==> config.mk <==
export PLATFORM = sky130hd
export DESIGN_NAME = spi_cmd_ctrl
export DESIGN_NICKNAME = d
export VERILOG_FILES = /design/src/rtl/spi_cmd_pkg.sv /design/src/rtl/spi_cmd_wdog.sv /design/src/rtl/spi_cmd_ctrl.sv
export SDC_FILE = /design/constraint.sdc
export NUM_CORES = 1
export LEC_CHECK = 0
export ABC_AREA = 1
export CAP_MARGIN = 20
export CORE_MARGIN = 3
export CORE_UTILIZATION = 30
export CTS_CLUSTER_DIAMETER = 60
export DETAILED_ROUTE_END_ITERATION = 16
export PLACE_DENSITY = 0.66
export RECOVER_POWER = 100
export SYNTH_ARGS = -nofsm -noshare
export SYNTH_HDL_FRONTEND = slang
export SYNTH_SLANG_ARGS = --single-unit
==> constraint.sdc <==
create_clock -name i_clk -period 1.5 [get_ports i_clk]
set_input_delay 0.3 -clock i_clk [delete_from_list [all_inputs] [get_ports i_clk]]
set_output_delay 0.3 -clock i_clk [all_outputs]
set_load 0.05 [all_outputs]
==> src/rtl/spi_cmd_pkg.sv <==
// Shared definitions for the SPI command controller: FSM state encoding,
// command-byte layout and the default register address width.
package spi_cmd_pkg;

    localparam int unsigned DEF_ADDR_W = 7;
    localparam int unsigned CMD_WR_BIT = 7;
    localparam logic [7:0]  ERR_BYTE   = 8'hFF;

    typedef enum logic [2:0] {
        ST_IDLE  = 3'd0,
        ST_CMD   = 3'd1,
        ST_WRITE = 3'd2,
        ST_READ  = 3'd3,
        ST_ERR   = 3'd4
    } state_t;

    // States in which a frame is actively being decoded (watchdog armed)
    function automatic logic is_frame_state(input state_t s);
        return (s == ST_CMD) || (s == ST_WRITE) || (s == ST_READ);
    endfunction

endpackage

==> src/rtl/spi_cmd_wdog.sv <==
// Inter-byte watchdog: counts idle cycles while a frame is active and flags
// a timeout once the count reaches CYCLES-1.
module spi_cmd_wdog
    import spi_cmd_pkg::*;
#(
    parameter int unsigned CYCLES = 4096
) (
    input  logic i_clk,
    input  logic i_rst,
    input  logic i_active,
    input  logic i_clear,
    output logic o_timeout
);

    localparam int unsigned CNT_W = $clog2(CYCLES);
    localparam logic [CNT_W-1:0] LAST = CNT_W'(CYCLES - 1);

    logic [CNT_W-1:0] r_count;

    always_ff @(posedge i_clk or posedge i_rst) begin
        if (i_rst) begin
            r_count <= '0;
        end else if (!i_active || i_clear) begin
            r_count <= '0;
        end else if (r_count != LAST) begin
            r_count <= r_count + CNT_W'(1);
        end
    end

    assign o_timeout = i_active && (r_count == LAST);

endmodule

==> src/rtl/spi_cmd_ctrl.sv <==
// Byte-level SPI command decoder driving a simple register-file port.
// Optional inter-byte watchdog enabled by defining SPI_CMD_WDOG_EN.
module spi_cmd_ctrl
    import spi_cmd_pkg::*;
#(
    parameter int unsigned ADDR_W = DEF_ADDR_W
`ifdef SPI_CMD_WDOG_EN
    ,
    parameter int unsigned WDOG_CYCLES = 4096
`endif
) (
    input  logic              i_clk,
    input  logic              i_rst,
    input  logic              i_ssel_active,
    input  logic              i_byte_done,
    input  logic [7:0]        i_byte_rx,
    output logic [7:0]        o_byte_tx,
    input  logic [7:0]        i_status,
    output logic [ADDR_W-1:0] o_reg_addr,
    output logic [7:0]        o_reg_wdata,
    output logic              o_reg_we,
    output logic              o_reg_re,
    input  logic [7:0]        i_reg_rdata,
    output logic              o_busy,
    output logic              o_frame_err
);

    state_t              r_state;
    logic [ADDR_W-1:0]   r_addr;
    logic [7:0]          r_byte_tx;
    logic [ADDR_W-1:0]   r_reg_addr;
    logic [7:0]          r_reg_wdata;
    logic                r_reg_we;
    logic                r_reg_re;
    logic                r_rd_pend;
    logic                r_frame_err;
    logic                w_wdog_fire;
    logic [ADDR_W-1:0]   w_addr_inc;

    assign w_addr_inc = r_addr + ADDR_W'(1);

`ifdef SPI_CMD_WDOG_EN
    logic w_timeout;

    spi_cmd_wdog #(
        .CYCLES (WDOG_CYCLES)
    ) u_wdog (
        .i_clk     (i_clk),
        .i_rst     (i_rst),
        .i_active  (i_ssel_active && is_frame_state(r_state)),
        .i_clear   (i_byte_done),
        .o_timeout (w_timeout)
    );

    // A byte arriving in the expiry cycle counts as activity and wins
    assign w_wdog_fire = w_timeout && !i_byte_done;
`else
    assign w_wdog_fire = 1'b0;
`endif

    always_ff @(posedge i_clk or posedge i_rst) begin
        if (i_rst) begin
            r_state     <= ST_IDLE;
            r_addr      <= '0;
            r_byte_tx   <= 8'h00;
            r_reg_addr  <= '0;
            r_reg_wdata <= 8'h00;
            r_reg_we    <= 1'b0;
            r_reg_re    <= 1'b0;
            r_rd_pend   <= 1'b0;
            r_frame_err <= 1'b0;
        end else begin
            r_reg_we    <= 1'b0;
            r_reg_re    <= 1'b0;
            r_frame_err <= 1'b0;
            r_rd_pend   <= r_reg_re;

            if (!i_ssel_active) begin
                r_state   <= ST_IDLE;
                r_byte_tx <= i_status;
            end else if (w_wdog_fire) begin
                r_state     <= ST_ERR;
                r_byte_tx   <= ERR_BYTE;
                r_frame_err <= 1'b1;
            end else begin
                case (r_state)
                    ST_IDLE: begin
                        r_byte_tx <= i_status;
                        r_state   <= ST_CMD;
                    end
                    ST_CMD: begin
                        if (i_byte_done) begin
                            r_addr <= i_byte_rx[ADDR_W-1:0];
                            if (i_byte_rx[CMD_WR_BIT]) begin
                                r_state <= ST_WRITE;
                            end else begin
                                // Prefetch the command address so the first
                                // response byte is ready for the next transfer
                                r_state    <= ST_READ;
                                r_reg_re   <= 1'b1;
                                r_reg_addr <= i_byte_rx[ADDR_W-1:0];
                            end
                        end
                    end
                    ST_WRITE: begin
                        if (i_byte_done) begin
                            r_reg_we    <= 1'b1;
                            r_reg_addr  <= r_addr;
                            r_reg_wdata <= i_byte_rx;
                            r_addr      <= w_addr_inc;
                            r_byte_tx   <= i_byte_rx;
                        end
                    end
                    ST_READ: begin
                        if (i_byte_done) begin
                            r_addr     <= w_addr_inc;
                            r_reg_re   <= 1'b1;
                            r_reg_addr <= w_addr_inc;
                        end
                        if (r_rd_pend) begin
                            r_byte_tx <= i_reg_rdata;
                        end
                    end
                    ST_ERR: begin
                        r_byte_tx <= ERR_BYTE;
                    end
                    default: begin
                        r_state <= ST_IDLE;
                    end
                endcase
            end
        end
    end

    assign o_byte_tx   = r_byte_tx;
    assign o_reg_addr  = r_reg_addr;
    assign o_reg_wdata = r_reg_wdata;
    assign o_reg_we    = r_reg_we;
    assign o_reg_re    = r_reg_re;
    assign o_busy      = (r_state != ST_IDLE);
    assign o_frame_err = r_frame_err;

endmodule

==> flow_results.xml <==
<?xml version="1.0" encoding="UTF-8"?>
<metrics>
  <group name="clocking">
    <metric name="hold_buffers" unit="">0</metric>
    <metric name="cts.reportedPaths.clkPinSlew" unit="ps">70</metric>
    <metric name="clockBufferDepth" unit="">2</metric>
    <metric name="post_cts.repair.setup_buffers" unit="">0</metric>
    <metric name="cts_tree" unit="">built</metric>
    <metric name="cts-buffers-inserted" unit="">5</metric>
    <metric name="cts.root.buffer_cell" unit="">sky130_fd_sc_hd__clkbuf_8</metric>
    <metric name="htree_levels" unit="">2</metric>
    <metric name="clkLatencyLatePin" unit="ps">290</metric>
    <metric name="numClockSinks" unit="">35</metric>
  </group>
  <group name="logic_synthesis">
    <metric name="synth_top_cells_by_count" unit="">sky130_fd_sc_hd__nand2_1, sky130_fd_sc_hd__dfrtp_1, sky130_fd_sc_hd__inv_1, sky130_fd_sc_hd__nand3_1, sky130_fd_sc_hd__nor2_1</metric>
    <metric name="synthArstFlopShare" unit="">1.00</metric>
    <metric name="synth_cell_types" unit="">27</metric>
    <metric name="yosys_register_bits" unit="">35</metric>
    <metric name="yosysWarningCount" unit="">0</metric>
    <metric name="synth_cells" unit="">247</metric>
    <metric name="ys_top_cells_by_area" unit="">sky130_fd_sc_hd__dfrtp_1, sky130_fd_sc_hd__nand2_1, sky130_fd_sc_hd__nand3_1</metric>
    <metric name="mappedNetlistArea" unit="mm^2">0.00193</metric>
    <metric name="synth_nets" unit="">276</metric>
    <metric name="synth.top_cell.area_share" unit="">0.455</metric>
    <metric name="yosys.cell_count.top_type" unit="">sky130_fd_sc_hd__nand2_1</metric>
    <metric name="syn_area_per_cell" unit="um^2">7.80</metric>
    <metric name="synth-edff-count" unit="">0</metric>
    <metric name="synth-main-ff-cell" unit="">sky130_fd_sc_hd__dfrtp_1</metric>
    <metric name="seq_area_frac_synth" unit="">0.455</metric>
    <metric name="yosysTopAreaCell" unit="">sky130_fd_sc_hd__dfrtp_1</metric>
  </group>
  <group name="route">
    <metric name="antenna_left" unit="">0</metric>
    <metric name="detail_route.wirelength" unit="mm">5.36</metric>
    <metric name="avgViaCountPerCell" unit="">4.66</metric>
    <metric name="top_routing_layer_used" unit="">met4</metric>
    <metric name="drt-initial-drc-count" unit="">135</metric>
    <metric name="detail_route.drc_violations" unit="">0</metric>
    <metric name="route.layer.met1.wl" unit="mm">2.46</metric>
    <metric name="dr_wl_cell" unit="um">13.7</metric>
    <metric name="routed-wl-met3" unit="um">358</metric>
    <metric name="met2_length" unit="mm">2.48</metric>
    <metric name="vias_post_dr" unit="">1819</metric>
    <metric name="first_pass_iters" unit="">4</metric>
  </group>
  <group name="worst_setup_path">
    <metric name="start_kind" unit="">register</metric>
    <metric name="critical_path_peak_fanout" unit="">7</metric>
    <metric name="setup.worst_path.class" unit="">register to output port</metric>
    <metric name="cp_data_required_time" unit="ps">1200</metric>
    <metric name="worst_ep_arrival_time" unit="ps">1140</metric>
    <metric name="end_kind" unit="">output port</metric>
  </group>
  <group name="layout">
    <metric name="antenna_cells" unit="">0</metric>
    <metric name="design.final.nets" unit="">344</metric>
    <metric name="fillerInstances" unit="">622</metric>
    <metric name="synthToLayoutAreaGrowth" unit="%">36.6</metric>
    <metric name="layout.cell_area.non_filler" unit="mm^2">0.00263</metric>
    <metric name="final_layout_size_suffix_gt1_frac" unit="">0.194</metric>
  </group>
  <group name="die">
    <metric name="floorplan.die_area" unit="mm^2">0.00742</metric>
    <metric name="initial_core_util" unit="">0.318</metric>
    <metric name="die_h" unit="um">86.1</metric>
    <metric name="row_count" unit="">28</metric>
    <metric name="dieWidth" unit="um">86.1</metric>
    <metric name="core_footprint" unit="mm^2">0.00606</metric>
    <metric name="num_io_pins" unit="">55</metric>
  </group>
  <group name="global_routing">
    <metric name="grt_first_pass_wirelength" unit="mm">9.24</metric>
    <metric name="grt_start_max_net_pins" unit="">36</metric>
    <metric name="number_of_antenna_violations_at_the_first_check_in_global_routing" unit="">0</metric>
    <metric name="grt.overflow.total" unit="">0</metric>
    <metric name="globalRouteTotalUtil" unit="">0.158</metric>
    <metric name="grt_pass1_vias" unit="">1903</metric>
  </group>
  <group name="sta">
    <metric name="min_period_over_period" unit="">0.961</metric>
    <metric name="clock_skew" unit="ps">3.60</metric>
    <metric name="hold_viol_final" unit="">0</metric>
    <metric name="achievable-frequency" unit="GHz">0.694</metric>
    <metric name="worst_pin_slew" unit="ps">869</metric>
    <metric name="worst_slew_margin_rel" unit="">0.421</metric>
    <metric name="report.final.setup_viol" unit="">0</metric>
    <metric name="clock_period_minus_worst_slack" unit="ps">1440</metric>
    <metric name="grt_setup_unrepaired" unit="">no</metric>
    <metric name="slew_viol_final" unit="">0</metric>
  </group>
  <group name="power_and_ir_drop">
    <metric name="cellLeakagePower" unit="uW">0.00136</metric>
    <metric name="power.density_cell_area" unit="mW/mm^2">1700</metric>
    <metric name="post_layout_total_power" unit="uW">4480</metric>
    <metric name="max-vdd-ir-drop" unit="mV">0.961</metric>
  </group>
  <group name="placed_design">
    <metric name="io_buffers" unit="">53</metric>
    <metric name="post-dp-hpwl" unit="mm">4.13</metric>
    <metric name="detailed_place.area" unit="mm^2">0.00292</metric>
    <metric name="finalWeightedCongestion" unit="">0.861</metric>
  </group>
  <group name="hold_path">
    <metric name="min_path_type" unit="">register to register</metric>
  </group>
  <group name="status">
    <metric name="result_of_the_run" unit="">finished, final reports clean</metric>
  </group>
  <group name="job">
    <metric name="cap_viol_max_count" unit="">0</metric>
  </group>
</metrics>
[through the flow]
step	hold slack (ps)	worst slack (ps)	utilization	TNS, ps	std cells
2_1_floorplan	395	46.8	-	0	247
3_3_place_gp	444	-129	0.482	-2520	383
3_5_place_dp	425	-163	0.482	-3390	383
4_1_cts	359	44.3	0.496	0	390
5_1_grt	405	7.97	0.434	0	390
6_report	400	58.3	0.434	0	390
[report_power, final]
part           total (uW)  internal (uW)  switching [uW]
Clock                 692            360             332
Sequential           1560           1280             280
Combinational        2230            666            1570
[path summary, 6_finish.rpt]
path | slack [ps] | cells past startpoint | startpoint | to
setup reg to reg | 120 | 7 | r_state[1]$_DFFE_PP0P_ | o_byte_tx[3]$_DFFE_PP0P_
min in group asynchronous | 570 | 3 | i_rst | o_byte_tx[3]$_DFFE_PP0P_
hold / removal | 400 | 0 | o_reg_re$_DFF_PP0_ | r_rd_pend$_DFF_PP0_
setup / recovery | 60 | 3 | r_state[0]$_DFFE_PP0P_ | o_busy
hold reg to reg | 400 | 0 | o_reg_re$_DFF_PP0_ | r_rd_pend$_DFF_PP0_
max in group asynchronous | 330 | 3 | i_rst | r_state[1]$_DFFE_PP0P_
[cell families after synthesis]
| group | share of synthesized area |
|---|---|
| AOI/OAI and AO/OA | 0.162 |
| buffers and inverters | 0.0949 |
| DFF | 0.455 |
| and+or+nand+nor | 0.275 |
| other | 0.00195 |
| xor gates and xnor gates | 0.00455 |
| adders and majority gates | 0.00650 |
[worst max-delay path: stages, from the launching register on]
cell and delay, ps:
sky130_fd_sc_hd__dfrtp_2 490, sky130_fd_sc_hd__nor2_1 110, sky130_fd_sc_hd__inv_1 90, sky130_fd_sc_hd__buf_12 160
[layout by cell type, fill, tap and decap left out, types with 2 or more instances in the layout]
cell,count
sky130_fd_sc_hd__clkbuf_1,2
sky130_fd_sc_hd__clkbuf_2,21
sky130_fd_sc_hd__o211ai_1,8
sky130_fd_sc_hd__buf_12,4
sky130_fd_sc_hd__nand2_1,82
sky130_fd_sc_hd__dfrtp_1,33
sky130_fd_sc_hd__inv_2,3
sky130_fd_sc_hd__a21oi_1,10
sky130_fd_sc_hd__clkbuf_8,6
sky130_fd_sc_hd__dlymetal6s2s_1,6
sky130_fd_sc_hd__buf_4,12
sky130_fd_sc_hd__o21ai_2,5
sky130_fd_sc_hd__nand3_1,20
sky130_fd_sc_hd__a31oi_1,4
sky130_fd_sc_hd__dfrtp_2,2
sky130_fd_sc_hd__inv_1,22
sky130_fd_sc_hd__clkdlybuf4s50_1,26
sky130_fd_sc_hd__o21ai_0,16
sky130_fd_sc_hd__nor2_1,19
[state kept, by name (all words and copies together) (netlist names)]
register,cells
o_reg_wdata,8
r_rd_pend,1
o_byte_tx,8
o_reg_addr,7
o_reg_we,1
r_state,2
o_reg_re,1
r_addr,7
[repair_timing]
item,CTS,global route
cloned,0,0
pin swaps,0,1
resized for setup,1,3
endpoints found under the setup margin,1,1
[cell type report]
type                    count  area (um^2)  area share
well taps                  75         93.8      0.0357
repair buffers             71          618       0.235
clock inverters             1         5.00     0.00190
inverters                  27          109      0.0414
clock buffers               6         82.6      0.0314
flip-flops and latches     35          878       0.334
multi-input cells         175          845       0.321
[layer usage]
| layer | up-vias | global-route usage |
|---|---|---|
| met4 | 0 | 0.0504 |
| li1 | 934 | - |
| met3 | 6 | 0.0471 |
| met1 | 826 | 0.216 |
| met2 | 53 | 0.240 |
| met5 | - | 0 |
Note: power is estimated with default switching activity, not from simulation.
